### config.mk
export PLATFORM = sky130hd
export DESIGN_NAME = audio_dac_serializer
export DESIGN_NICKNAME = d
export VERILOG_FILES = /design/src/rtl/audio_dac_serializer.sv
export SDC_FILE = /design/constraint.sdc
export NUM_CORES = 1
export LEC_CHECK = 0
export CAP_MARGIN = 20
export CELL_PAD_IN_SITES_DETAIL_PLACEMENT = 0
export CELL_PAD_IN_SITES_GLOBAL_PLACEMENT = 1
export CORE_MARGIN = 2
export CORE_UTILIZATION = 48
export DETAILED_ROUTE_END_ITERATION = 12
export PLACE_DENSITY = 0.85
export RECOVER_POWER = 100
export SLEW_MARGIN = 25
export SYNTH_ARGS = -nofsm -noshare
export SYNTH_HDL_FRONTEND = slang
export SYNTH_SLANG_ARGS = --single-unit
export TNS_END_PERCENT = 1
### constraint.sdc
create_clock -name Clk -period 2.25 [get_ports Clk]
set_input_delay 0.5625 -clock Clk [delete_from_list [all_inputs] [get_ports Clk]]
set_output_delay 0.5625 -clock Clk [all_outputs]
set_load 0.005 [all_outputs]
### src/rtl/audio_dac_serializer.sv
// audio_dac_serializer: I2S DAC transmitter with a one-word stereo holding buffer, driven by codec-mastered BCLK/LRCK.
module audio_dac_serializer #(
  parameter int CH_W        = 16,
  parameter int SYNC_STAGES = 2
) (
  input  logic              Clk,
  input  logic              reset,
  input  logic              AUD_BCLK,
  input  logic              AUD_DACLRCK,
  input  logic [2*CH_W-1:0] sample_in,
  input  logic              sample_valid,
  output logic              sample_ready,
  output logic              AUD_DACDAT,
  output logic              frame_start,
  output logic              underrun
);
  localparam int CW = $clog2(CH_W + 2);
  typedef enum logic [1:0] {IDLE, WAIT_MSB, SHIFT, PAD} state_t;
  state_t state, state_n;
  logic [SYNC_STAGES-1:0] bclk_sync, lrck_sync;
  logic bclk_d, lrck_d, bfall, lfall, lrise;
  logic [2*CH_W-1:0] hold_reg, frame_reg, frame_n;
  logic hold_full, accept;
  logic [CH_W-1:0] shift_reg, shift_n;
  logic [CW-1:0] bit_cnt, cnt_n;
  logic dac_n;
  assign bfall        = bclk_d & ~bclk_sync[SYNC_STAGES-1];
  assign lfall        = lrck_d & ~lrck_sync[SYNC_STAGES-1];
  assign lrise        = ~lrck_d & lrck_sync[SYNC_STAGES-1];
  assign sample_ready = ~hold_full;
  assign accept       = sample_valid & ~hold_full;
  // The left load uses the buffer as it stood before this cycle; a same-cycle accept waits for the next frame.
  assign frame_n      = lfall ? (hold_full ? hold_reg : '0) : frame_reg;
  always_ff @(posedge Clk or negedge reset) begin
    if (!reset) begin
      bclk_sync   <= '0;
      lrck_sync   <= '0;
      bclk_d      <= 1'b0;
      lrck_d      <= 1'b0;
      hold_reg    <= '0;
      hold_full   <= 1'b0;
      frame_reg   <= '0;
      frame_start <= 1'b0;
      underrun    <= 1'b0;
      state       <= IDLE;
      shift_reg   <= '0;
      bit_cnt     <= '0;
      AUD_DACDAT  <= 1'b0;
    end else begin
      bclk_sync   <= {bclk_sync[SYNC_STAGES-2:0], AUD_BCLK};
      lrck_sync   <= {lrck_sync[SYNC_STAGES-2:0], AUD_DACLRCK};
      bclk_d      <= bclk_sync[SYNC_STAGES-1];
      lrck_d      <= lrck_sync[SYNC_STAGES-1];
      hold_reg    <= accept ? sample_in : hold_reg;
      hold_full   <= accept | (hold_full & ~lfall);
      frame_reg   <= frame_n;
      frame_start <= lfall & hold_full;
      underrun    <= lfall & ~hold_full;
      state       <= state_n;
      shift_reg   <= shift_n;
      bit_cnt     <= cnt_n;
      AUD_DACDAT  <= dac_n;
    end
  end
  // An LRCK edge outranks a coincident BCLK fall: that fall only reloads, the MSB goes out on the next one.
  always_comb begin
    state_n = state;
    shift_n = shift_reg;
    cnt_n   = bit_cnt;
    dac_n   = AUD_DACDAT;
    if (lfall || (lrise && state != IDLE)) begin
      state_n = WAIT_MSB;
      shift_n = lfall ? frame_n[2*CH_W-1:CH_W] : frame_reg[CH_W-1:0];
      cnt_n   = '0;
      dac_n   = 1'b0;
    end else if (bfall && state != IDLE) begin
      state_n = bit_cnt < CW'(CH_W) ? SHIFT : PAD;
      dac_n   = bit_cnt < CW'(CH_W) ? shift_reg[CH_W-1] : 1'b0;
      shift_n = bit_cnt < CW'(CH_W) ? {shift_reg[CH_W-2:0], 1'b0} : shift_reg;
      cnt_n   = bit_cnt < CW'(CH_W) ? bit_cnt + 1'b1 : CW'(CH_W + 1);
    end
  end
endmodule
==> run_results.csv, run 1 <==
group,metric,value,unit
logic_synthesis,synth_commonest_cells,"dfrtp_1 (81), nand2_1 (45), o31ai_1 (32)",
timing,timing.final.crit_period,1.94,ns
worst_setup_path,r2r_start,"state[1]$_DFFE_PN0P_",
placement,routabilityCongestion,0.748,
logic_synthesis,avgSynthCellArea,11.8,sq um
timing,finalSetupViolCount,0,
cts,cts_setup_buffers,0,
floorplan,die_y,91.4,um
worst_setup_path,arrival,1.38,ns
timing,timing.final.crit_share,0.862,
pwr,p_int,2.54,mW
flow_run,cap_violations,0,
logic_synthesis,syn_inst,311,
worst_setup_path,r2r_cells,4,
worst_setup_path,r2r_end,"state[0]$_DFFE_PN0P_",
grt,grt_pass1_vias,2419,
logic_synthesis,synthSimpleGateAreaFrac,0.124,
final_layout,largest_reg_flops,32,
timing,tns,0,ns
cts,cts_resized,0,
timing,clock.fmax,516,MHz
cts,cts_tree,"built",
cts,clock_latency,0.35,ns
pwr,p_sw_frac,0.283,
worst_setup_path,r2r_slack,0.34,ns
drt,postRouteAntennaNets,0,
floorplan,initial_core_util,0.500,
cts,cts_buffers,9,
grt,antenna_found_initial,0,
placement,io_buffers,40,
drt,dr.pass1.iters,4,
final_layout,regArea,2030,sq um
grt,grt_pass1_wl,11900,um
min_path,min_to,"lrck_sync[1]$_DFF_PN0_",
logic_synthesis,synthAdderAreaFrac,0.00342,
timing,rsz0062_at_grt,"no",
logic_synthesis,synth_xor_area_frac,0,
placement,post-dp-hpwl,4510,um
min_path,hold_start,"lrck_sync[0]$_DFF_PN0_",
min_path,whs_path_depth,0,
cts,clk_pin_slew,0.08,ns
cts,cts_buffer_depth,2,
logic_synthesis,yosys.area.top_type,"dfrtp_1",
final_layout,multi_input_area,1450,sq um
worst_setup_path,cp_num_buf_inv,2,
final_layout,drive_above_1_share,0.197,
timing,worstMarginPinSlew,1.22,ns
drt,drcViolationCount,0,
logic_synthesis,ys_seq_area_frac,0.553,
logic_synthesis,ys_ff_latch,81,
pwr,power_frac_seq,0.544,
logic_synthesis,synth_top_area_frac,0.553,
worst_setup_path,worstPathMaxFanout,3,
worst_setup_path,max_stage_delay,0.56,ns
worst_setup_path,crit_chain,"inv_1 > dlygate4sd3_1",
status,status,"finished, final reports clean",
timing,slew_headroom,0.187,
floorplan,core_area,7330,sq um
worst_setup_path,cpMaxStageDelayCell,"dlygate4sd3_1",
worst_setup_path,critPathKind,"register to output pin",
timing,hold_viol,0,
logic_synthesis,synth.area.top_cells,"dfrtp_1 (55%), mux2_2 (9.2%), o31ai_1 (6.6%), nand2_1 (4.6%), nand4b_1 (4.3%)",
final_layout,syn2layout_area_growth,16.6,%
pwr,power,3.54,mW
logic_synthesis,synth_async_sr_flop_share,1.00,
pwr,vdd_drop_max,0.406,mV
drt,drt-total-wl,7000,um
logic_synthesis,synth_top_family_by_area,"compound AO/OA/AOI/OAI gates",
floorplan,placementRows,31,
min_path,hold_path_class,"register to register",
grt,grt_overflow_total,0,
timing,fin_skew,0.00808,ns
worst_setup_path,crit_path_start_kind,"register",
floorplan,ioPinCount,41,
pwr,share_comb_of_total_power,0.188,
floorplan,die-area,8350,sq um
final_layout,fill_cells,633,
logic_synthesis,synth.most_common_cell,"dfrtp_1",
logic_synthesis,synth_compound_area_frac,0.167,
worst_setup_path,worstPathRequired,1.69,ns
worst_setup_path,cp_top_family,"buffers and inverters",
timing,slew_viol_final,0,
worst_setup_path,cp-end-kind,"output pin",
logic_synthesis,synth.cell_area,3660,sq um
logic_synthesis,ys_types,37,
cts,cts_hold_buf,0,
drt,vias,2481,
drt,dr.first_iter.drc_count,156,
pwr,p_sw,1.00,mW
cts,cts_root_buffer,"clkbuf_8",
cts,cts.sinks,81,
pwr,p_per_area,829,nW/um^2
grt,track_usage,0.180,
logic_synthesis,yosysWarnings,0,
logic_synthesis,synth_edf_count,0,
drt,wl_per_cell,15.8,um
pwr,pwr-share-clk,0.268,
drt,routed_via_density,5.59,
final_layout,antenna_cells,0,
final_layout,fin_nets,378,
cts,ctsHtreeMaxLevel,3,
floorplan,die_w,91.4,um
logic_synthesis,synth_flop_cell,"dfrtp_1",
pwr,p_leak,1.73,nW
grt,grt_max_degree,46,
logic_synthesis,synth_fp_nets,349,
logic_synthesis,synthMuxAreaShare,0.101,
worst reg2reg max path, stage by stage, from the launching register on:
cell and delay, ns:
dfrtp_1 0.40, nor2_1 0.56, clkbuf_2 0.43, nor2_1 0.11
a221o_1 0.31
cell type report:
class | instances | share of cell area
inverter | 1 | 0.000879
clock inverter | 5 | 0.00732
tap | 99 | 0.0290
clock buffer | 11 | 0.0331
timing repair buffer | 51 | 0.116
sequential | 81 | 0.475
multi-input combinational | 196 | 0.339
through the flow:
stage                     hold slack, ns  setup WS, ns  instances  utilization  instance area, sq um
final                              0.352         0.310        444        0.583                  4270
after global routing               0.358         0.236        444        0.583                  4270
after CTS                          0.232         0.356        444        0.586                  4300
after detailed placement           0.336         0.287        428        0.563                  4130
after global placement             0.333         0.334        428        0.563                  4130
after floorplan                    0.267         0.759        311            -                  3660
logic make-up (layout without fill, tap and decap cells):
logic type | after synthesis | after routing
AND/OR/NAND/NOR | 85 | 85
flip-flops | 81 | 81
AO/OA/AOI/OAI | 77 | 77
buffers and inverters | 34 | 68
multiplexers | 33 | 33
adder cells (fa/ha/maj) | 1 | 1
power by group through the flow:
stage / clock, mW / combinational [mW] / sequential [mW]
after floorplan: 0 / 0.501 / 1.90
after global placement: 0 / 0.661 / 1.95
after detailed placement: 0 / 0.686 / 1.96
after CTS: 0.972 / 0.689 / 1.93
after global routing: 1.04 / 0.749 / 1.97
final: 0.948 / 0.667 / 1.93
layout by cell type, fill, tap and decap left out, drive strengths merged:
cell / instances
nor2b: 2
nand2b: 3
dfrtp: 81
nor4b: 1
nand2: 45
a221o: 1
a32oi: 15
nand3: 1
nand4b: 18
nand4: 1
mux2: 32
mux2i: 1
o21ai: 19
o21a: 2
buf: 8
clkdlybuf4s50: 32
nor2: 9
clkinvlp: 1
clkbuf: 15
a21oi: 4
ha: 1
o31ai: 32
dlygate4sd3: 7
nand3b: 1
or2: 1
clkinv: 4
and3: 1
nor3: 1
a31oi: 2
a22o: 1
and3b: 1
a22oi: 1
inv: 1
worst max-delay path by stage:
| stage | cells past startpoint | to | start |
|---|---|---|---|
| floorplan | 4 | hold_reg[10]$_DFFE_PN0P_ | sample_valid |
| global placement | 4 | hold_reg[27]$_DFFE_PN0P_ | sample_valid |
| detailed placement | 4 | hold_reg[18]$_DFFE_PN0P_ | sample_valid |
| CTS | 2 | sample_ready | hold_full$_DFF_PN0_ |
| global route | 3 | shift_reg[5]$_DFFE_PN0P_ | state[0]$_DFFE_PN0P_ |
| finish | 2 | sample_ready | hold_full$_DFF_PN0_ |
per-layer routing:
layer	up-vias	share of wire	track usage
met5	-	0	0
met3	12	0.034	0.0307
met2	57	0.46	0.273
li1	1198	-	-
met1	1214	0.49	0.252
met4	0	0.023	0.0871
Note: power is estimated with default switching activity, not from simulation.
==> run 2: changes to the inputs <==
--- a/config.mk
+++ b/config.mk
@@ -5,13 +5,14 @@
 export SDC_FILE = /design/constraint.sdc
 export NUM_CORES = 1
 export LEC_CHECK = 0
+export ABC_CLOCK_PERIOD_IN_PS = 2250
 export CAP_MARGIN = 20
-export CELL_PAD_IN_SITES_DETAIL_PLACEMENT = 0
-export CELL_PAD_IN_SITES_GLOBAL_PLACEMENT = 1
+export CELL_PAD_IN_SITES_DETAIL_PLACEMENT = 1
+export CELL_PAD_IN_SITES_GLOBAL_PLACEMENT = 2
 export CORE_MARGIN = 2
-export CORE_UTILIZATION = 48
+export CORE_UTILIZATION = 40
 export DETAILED_ROUTE_END_ITERATION = 12
-export PLACE_DENSITY = 0.85
+export PLACE_DENSITY = 0.84
 export RECOVER_POWER = 100
 export SLEW_MARGIN = 25
 export SYNTH_ARGS = -nofsm -noshare
==> run_results.csv, run 2 (synthesis gave the netlist of run 1 again) <==
group,metric,value,unit
status,status,"finished, final reports clean",
flow_run,cap_violations,0,
worst_setup_path,worstPathRequired,1.69,ns
floorplan,die-area,9940,sq um
worst_setup_path,r2r_slack,0.30,ns
floorplan,ioPinCount,41,
timing,tns,0,ns
timing,finalSetupViolCount,0,
timing,slew_viol_final,0,
cts,ctsHtreeMaxLevel,3,
worst_setup_path,crit_path_start_kind,"register",
worst_setup_path,cpMaxStageDelayCell,"dlygate4sd3_1",
cts,cts_resized,0,
final_layout,syn2layout_area_growth,16.8,%
pwr,pwr-share-clk,0.286,
pwr,vdd_drop_max,0.429,mV
timing,rsz0062_at_grt,"no",
worst_setup_path,critPathKind,"register to output pin",
floorplan,die_w,99.7,um
cts,cts_buffers,9,
drt,dr.first_iter.drc_count,104,
timing,clock.fmax,503,MHz
grt,track_usage,0.175,
grt,grt_pass1_vias,2723,
grt,grt_max_degree,53,
floorplan,core_area,8810,sq um
worst_setup_path,worstPathMaxFanout,6,
worst_setup_path,r2r_cells,4,
drt,drt-total-wl,7930,um
final_layout,drive_above_1_share,0.199,
floorplan,die_y,99.7,um
pwr,p_per_area,852,nW/um^2
worst_setup_path,cp_top_family,"buffers and inverters",
worst_setup_path,cp-end-kind,"output pin",
placement,post-dp-hpwl,5130,um
cts,cts_root_buffer,"clkbuf_8",
worst_setup_path,cp_num_buf_inv,2,
cts,cts_hold_buf,0,
cts,clock_latency,0.34,ns
drt,drcViolationCount,0,
timing,timing.final.crit_share,0.884,
cts,cts_setup_buffers,0,
drt,wl_per_cell,17.5,um
worst_setup_path,r2r_start,"hold_full$_DFF_PN0_",
timing,worstMarginPinSlew,1.25,ns
pwr,share_comb_of_total_power,0.185,
final_layout,fin_nets,379,
pwr,p_int,2.62,mW
worst_setup_path,crit_chain,"inv_1 > dlygate4sd3_1",
cts,clk_pin_slew,0.08,ns
cts,cts_tree,"built",
placement,placed_area,4130,sq um
drt,postRouteAntennaNets,0,
drt,dr.pass1.iters,4,
grt,grt_pass1_wl,13600,um
placement,io_buffers,40,
final_layout,antenna_cells,0,
final_layout,design_area,4280,sq um
drt,routed_via_density,5.53,
grt,antenna_found_initial,0,
pwr,power_frac_seq,0.529,
final_layout,final_common_cell,"dfrtp_1",
timing,timing.final.crit_period,1.99,ns
timing,hold_viol,0,
worst_setup_path,arrival,1.43,ns
pwr,p_leak,1.73,nW
final_layout,largest_reg_flops,32,
min_path,hold_path_class,"input pin to async pin",
floorplan,initial_core_util,0.416,
cts,cts_buffer_depth,2,
grt,grt_overflow_total,0,
pwr,p_sw,1.02,mW
timing,fin_skew,0.00593,ns
timing,slew_headroom,0.166,
pwr,p_sw_frac,0.281,
worst_setup_path,r2r_end,"hold_reg[30]$_DFFE_PN0P_",
drt,vias,2510,
final_layout,final_cell_mix,"dfrtp_1 (80), nand2_1 (45), clkdlybuf4s50_1 (33)",
placement,routabilityCongestion,0.739,
worst_setup_path,max_stage_delay,0.56,ns
cts,cts.sinks,81,
floorplan,placementRows,34,
run 2: routing by layer:
metal  share of wire  global-route usage  wire length [um]  vias to the layer above
met3           0.029              0.0281               232                       12
li1                -                   -                 -                     1195
met1            0.47               0.238              3730                     1264
met2            0.48               0.275              3790                       39
met4           0.023              0.0801               179                        0
met5               0                   0                 0                        -
run 2: worst reg2reg max path, cell delays in order (launching register included):
cell     delay (ns)
dfrtp_1        0.45
buf_4          0.22
nor2b_2        0.11
buf_2          0.62
mux2_2         0.44
run 2: worst max path at each step:
stage	startpoint	end	slack, ns	cells after the start
final	hold_full$_DFF_PN0_	sample_ready	0.26	2
after global routing	state[1]$_DFFE_PN0P_	shift_reg[13]$_DFFE_PN0P_	0.13	4
after CTS	hold_full$_DFF_PN0_	sample_ready	0.29	2
after detailed placement	sample_valid	hold_reg[30]$_DFFE_PN0P_	0.29	4
after global placement	sample_valid	hold_reg[28]$_DFFE_PN0P_	0.33	4
after floorplan	sample_valid	hold_reg[10]$_DFFE_PN0P_	0.76	4
run 2: area by class of cell:
cell class | instances | area [sq um]
well taps | 108 | 135
fillers | 944 | 4530
flip-flops and latches | 81 | 2030
clock inverters | 5 | 56.3
repair buffers | 52 | 473
multi-input cells | 196 | 1450
clock buffers | 11 | 131
inverters | 1 | 3.75
run 2: metrics by stage:
| step | power [mW] | hold slack (ns) | utilization | std cells | worst slack [ns] |
|---|---|---|---|---|---|
| 2_1_floorplan | 2.40 | 0.267 | - | 311 | 0.759 |
| 3_3_place_gp | 2.61 | 0.335 | 0.469 | 438 | 0.333 |
| 3_5_place_dp | 2.66 | 0.337 | 0.469 | 438 | 0.292 |
| 4_1_cts | 3.71 | 0.149 | 0.490 | 454 | 0.295 |
| 5_1_grt | 3.88 | 0.148 | 0.486 | 454 | 0.129 |
| 6_report | 3.64 | 0.143 | 0.486 | 454 | 0.262 |
run 2: power by group through the flow:
stage / registers, mW / logic [mW] / clock network [mW]
after floorplan: 1.90 / 0.501 / 0
after global placement: 1.95 / 0.665 / 0
after detailed placement: 1.96 / 0.701 / 0
after CTS: 1.93 / 0.705 / 1.07
after global routing: 1.97 / 0.758 / 1.14
final: 1.93 / 0.676 / 1.04
==> run 3: changes to the inputs <==
--- a/config.mk
+++ b/config.mk
@@ -7,10 +7,8 @@
 export LEC_CHECK = 0
 export ABC_CLOCK_PERIOD_IN_PS = 2250
 export CAP_MARGIN = 20
-export CELL_PAD_IN_SITES_DETAIL_PLACEMENT = 1
-export CELL_PAD_IN_SITES_GLOBAL_PLACEMENT = 2
 export CORE_MARGIN = 2
-export CORE_UTILIZATION = 40
+export CORE_UTILIZATION = 59
 export DETAILED_ROUTE_END_ITERATION = 12
 export PLACE_DENSITY = 0.84
 export RECOVER_POWER = 100
==> run_results.csv, run 3 (synthesis gave the netlist of run 1 again) <==
group,metric,value,unit
status,status,"finished, final reports clean",
placement,routabilityCongestion,0.769,
placement,io_buffers,40,
pwr,p_leak,1.75,nW
flow_run,cap_violations,0,
cts,cts_setup_buffers,0,
timing,clock.fmax,516,MHz
timing,slew_headroom,0.164,
floorplan,initial_core_util,0.615,
grt,grt-busiest-layer,"met2",
worst_setup_path,worstPathRequired,1.69,ns
grt,antenna_found_initial,0,
floorplan,die_w,82.8,um
final_layout,regArea,2030,sq um
min_path,hold_start,"lrck_sync[0]$_DFF_PN0_",
drt,drt-total-wl,7060,um
grt,gr-usage-met2,0.364,
cts,cts.sinks,81,
timing,finalSetupViolCount,0,
worst_setup_path,cp_top_family,"buffers and inverters",
final_layout,fill_cells,444,
final_layout,fin_nets,378,
final_layout,final_cell_mix,"dfrtp_1 (81), nand2_1 (45), clkdlybuf4s50_1 (33)",
timing,tns,0,ns
timing,timing.final.crit_period,1.94,ns
worst_setup_path,crit_chain,"inv_1 > dlygate4sd3_1",
placement,post-dp-hpwl,4490,um
final_layout,multi_input_area,1440,sq um
floorplan,placementRows,28,
final_layout,drive_above_1_share,0.197,
drt,postRouteAntennaNets,0,
pwr,vdd_drop_max,0.706,mV
worst_setup_path,cp_num_buf_inv,2,
worst_setup_path,arrival,1.37,ns
worst_setup_path,cpMaxStageDelayCell,"dlygate4sd3_1",
floorplan,die_y,82.8,um
grt,grt_pass1_vias,2640,
final_layout,final_common_cell,"dfrtp_1",
cts,cts_hold_buf,0,
floorplan,die-area,6860,sq um
grt,met1_usage,0.305,
drt,vias,2525,
worst_setup_path,r2r_start,"hold_full$_DFF_PN0_",
grt,grt_overflow_total,0,
min_path,hold_path_class,"register to register",
cts,clk_pin_slew,0.08,ns
drt,drcViolationCount,0,
floorplan,core_area,5960,sq um
timing,hold_viol,0,
worst_setup_path,critPathKind,"register to output pin",
worst_setup_path,worstPathMaxFanout,2,
cts,cts_buffer_depth,2,
drt,wl_per_cell,16.8,um
cts,cts_resized,0,
grt,grt_max_degree,52,
cts,ctsHtreeMaxLevel,3,
worst_setup_path,max_stage_delay,0.56,ns
drt,dr.pass1.iters,4,
final_layout,largest_reg_flops,32,
cts,cts_buffers,9,
timing,slew_viol_final,0,
final_layout,antenna_cells,0,
worst_setup_path,r2r_slack,0.33,ns
timing,worstMarginPinSlew,1.25,ns
grt,grt_pass1_wl,12600,um
cts,clock_latency,0.36,ns
timing,fin_skew,0.00966,ns
worst_setup_path,r2r_cells,4,
min_path,min_to,"lrck_sync[1]$_DFF_PN0_",
min_path,whs_path_depth,0,
cts,cts_tree,"built",
worst_setup_path,r2r_end,"hold_reg[5]$_DFFE_PN0P_",
final_layout,syn2layout_area_growth,16.2,%
pwr,p_per_area,884,nW/um^2
drt,routed_via_density,6.01,
grt,track_usage,0.226,
cts,cts_root_buffer,"clkbuf_8",
drt,dr.first_iter.drc_count,182,
grt,grt_use_met3,0.0497,
worst_setup_path,crit_path_start_kind,"register",
timing,timing.final.crit_share,0.861,
worst_setup_path,cp-end-kind,"output pin",
final_layout,post-route-util,0.715,
floorplan,ioPinCount,41,
timing,rsz0062_at_grt,"no",
run 3: layer usage:
layer / part of all wire / up-vias
met4: 0.013 / 0
met2: 0.49 / 60
li1: - / 1196
met3: 0.047 / 8
met1: 0.45 / 1261
met5: 0 / -
run 3: metrics by stage:
stage / area (sq um) / hold WS (ns) / setup WS, ns / instances / total power [mW]
after floorplan: 3660 / 0.267 / 0.759 / 311 / 2.40
after global placement: 4070 / 0.333 / 0.335 / 404 / 2.59
after detailed placement: 4070 / 0.338 / 0.305 / 404 / 2.64
after CTS: 4290 / 0.237 / 0.361 / 420 / 3.81
after global routing: 4260 / 0.358 / 0.166 / 420 / 3.97
final: 4260 / 0.355 / 0.314 / 420 / 3.76
run 3: final cells by class:
type | count | share of cell area
sequential | 81 | 0.476
tap | 75 | 0.0220
multi-input combinational | 196 | 0.339
timing repair buffer | 51 | 0.111
clock inverter | 5 | 0.0185
inverter | 1 | 0.000882
clock buffer | 11 | 0.0332
run 3: worst max path at each step:
stage / start / slack [ns] / cells past startpoint / to
after floorplan: sample_valid / 0.76 / 4 / hold_reg[10]$_DFFE_PN0P_
after global placement: sample_valid / 0.33 / 4 / hold_reg[27]$_DFFE_PN0P_
after detailed placement: sample_valid / 0.31 / 4 / hold_reg[25]$_DFFE_PN0P_
after CTS: hold_full$_DFF_PN0_ / 0.36 / 2 / sample_ready
after global routing: hold_full$_DFF_PN0_ / 0.17 / 5 / shift_reg[9]$_DFFE_PN0P_
final: hold_full$_DFF_PN0_ / 0.31 / 2 / sample_ready
run 3: where the power goes:
group,switching (mW),internal [mW]
Clock,0.515,0.653
Sequential,0.170,1.76
Combinational,0.318,0.346
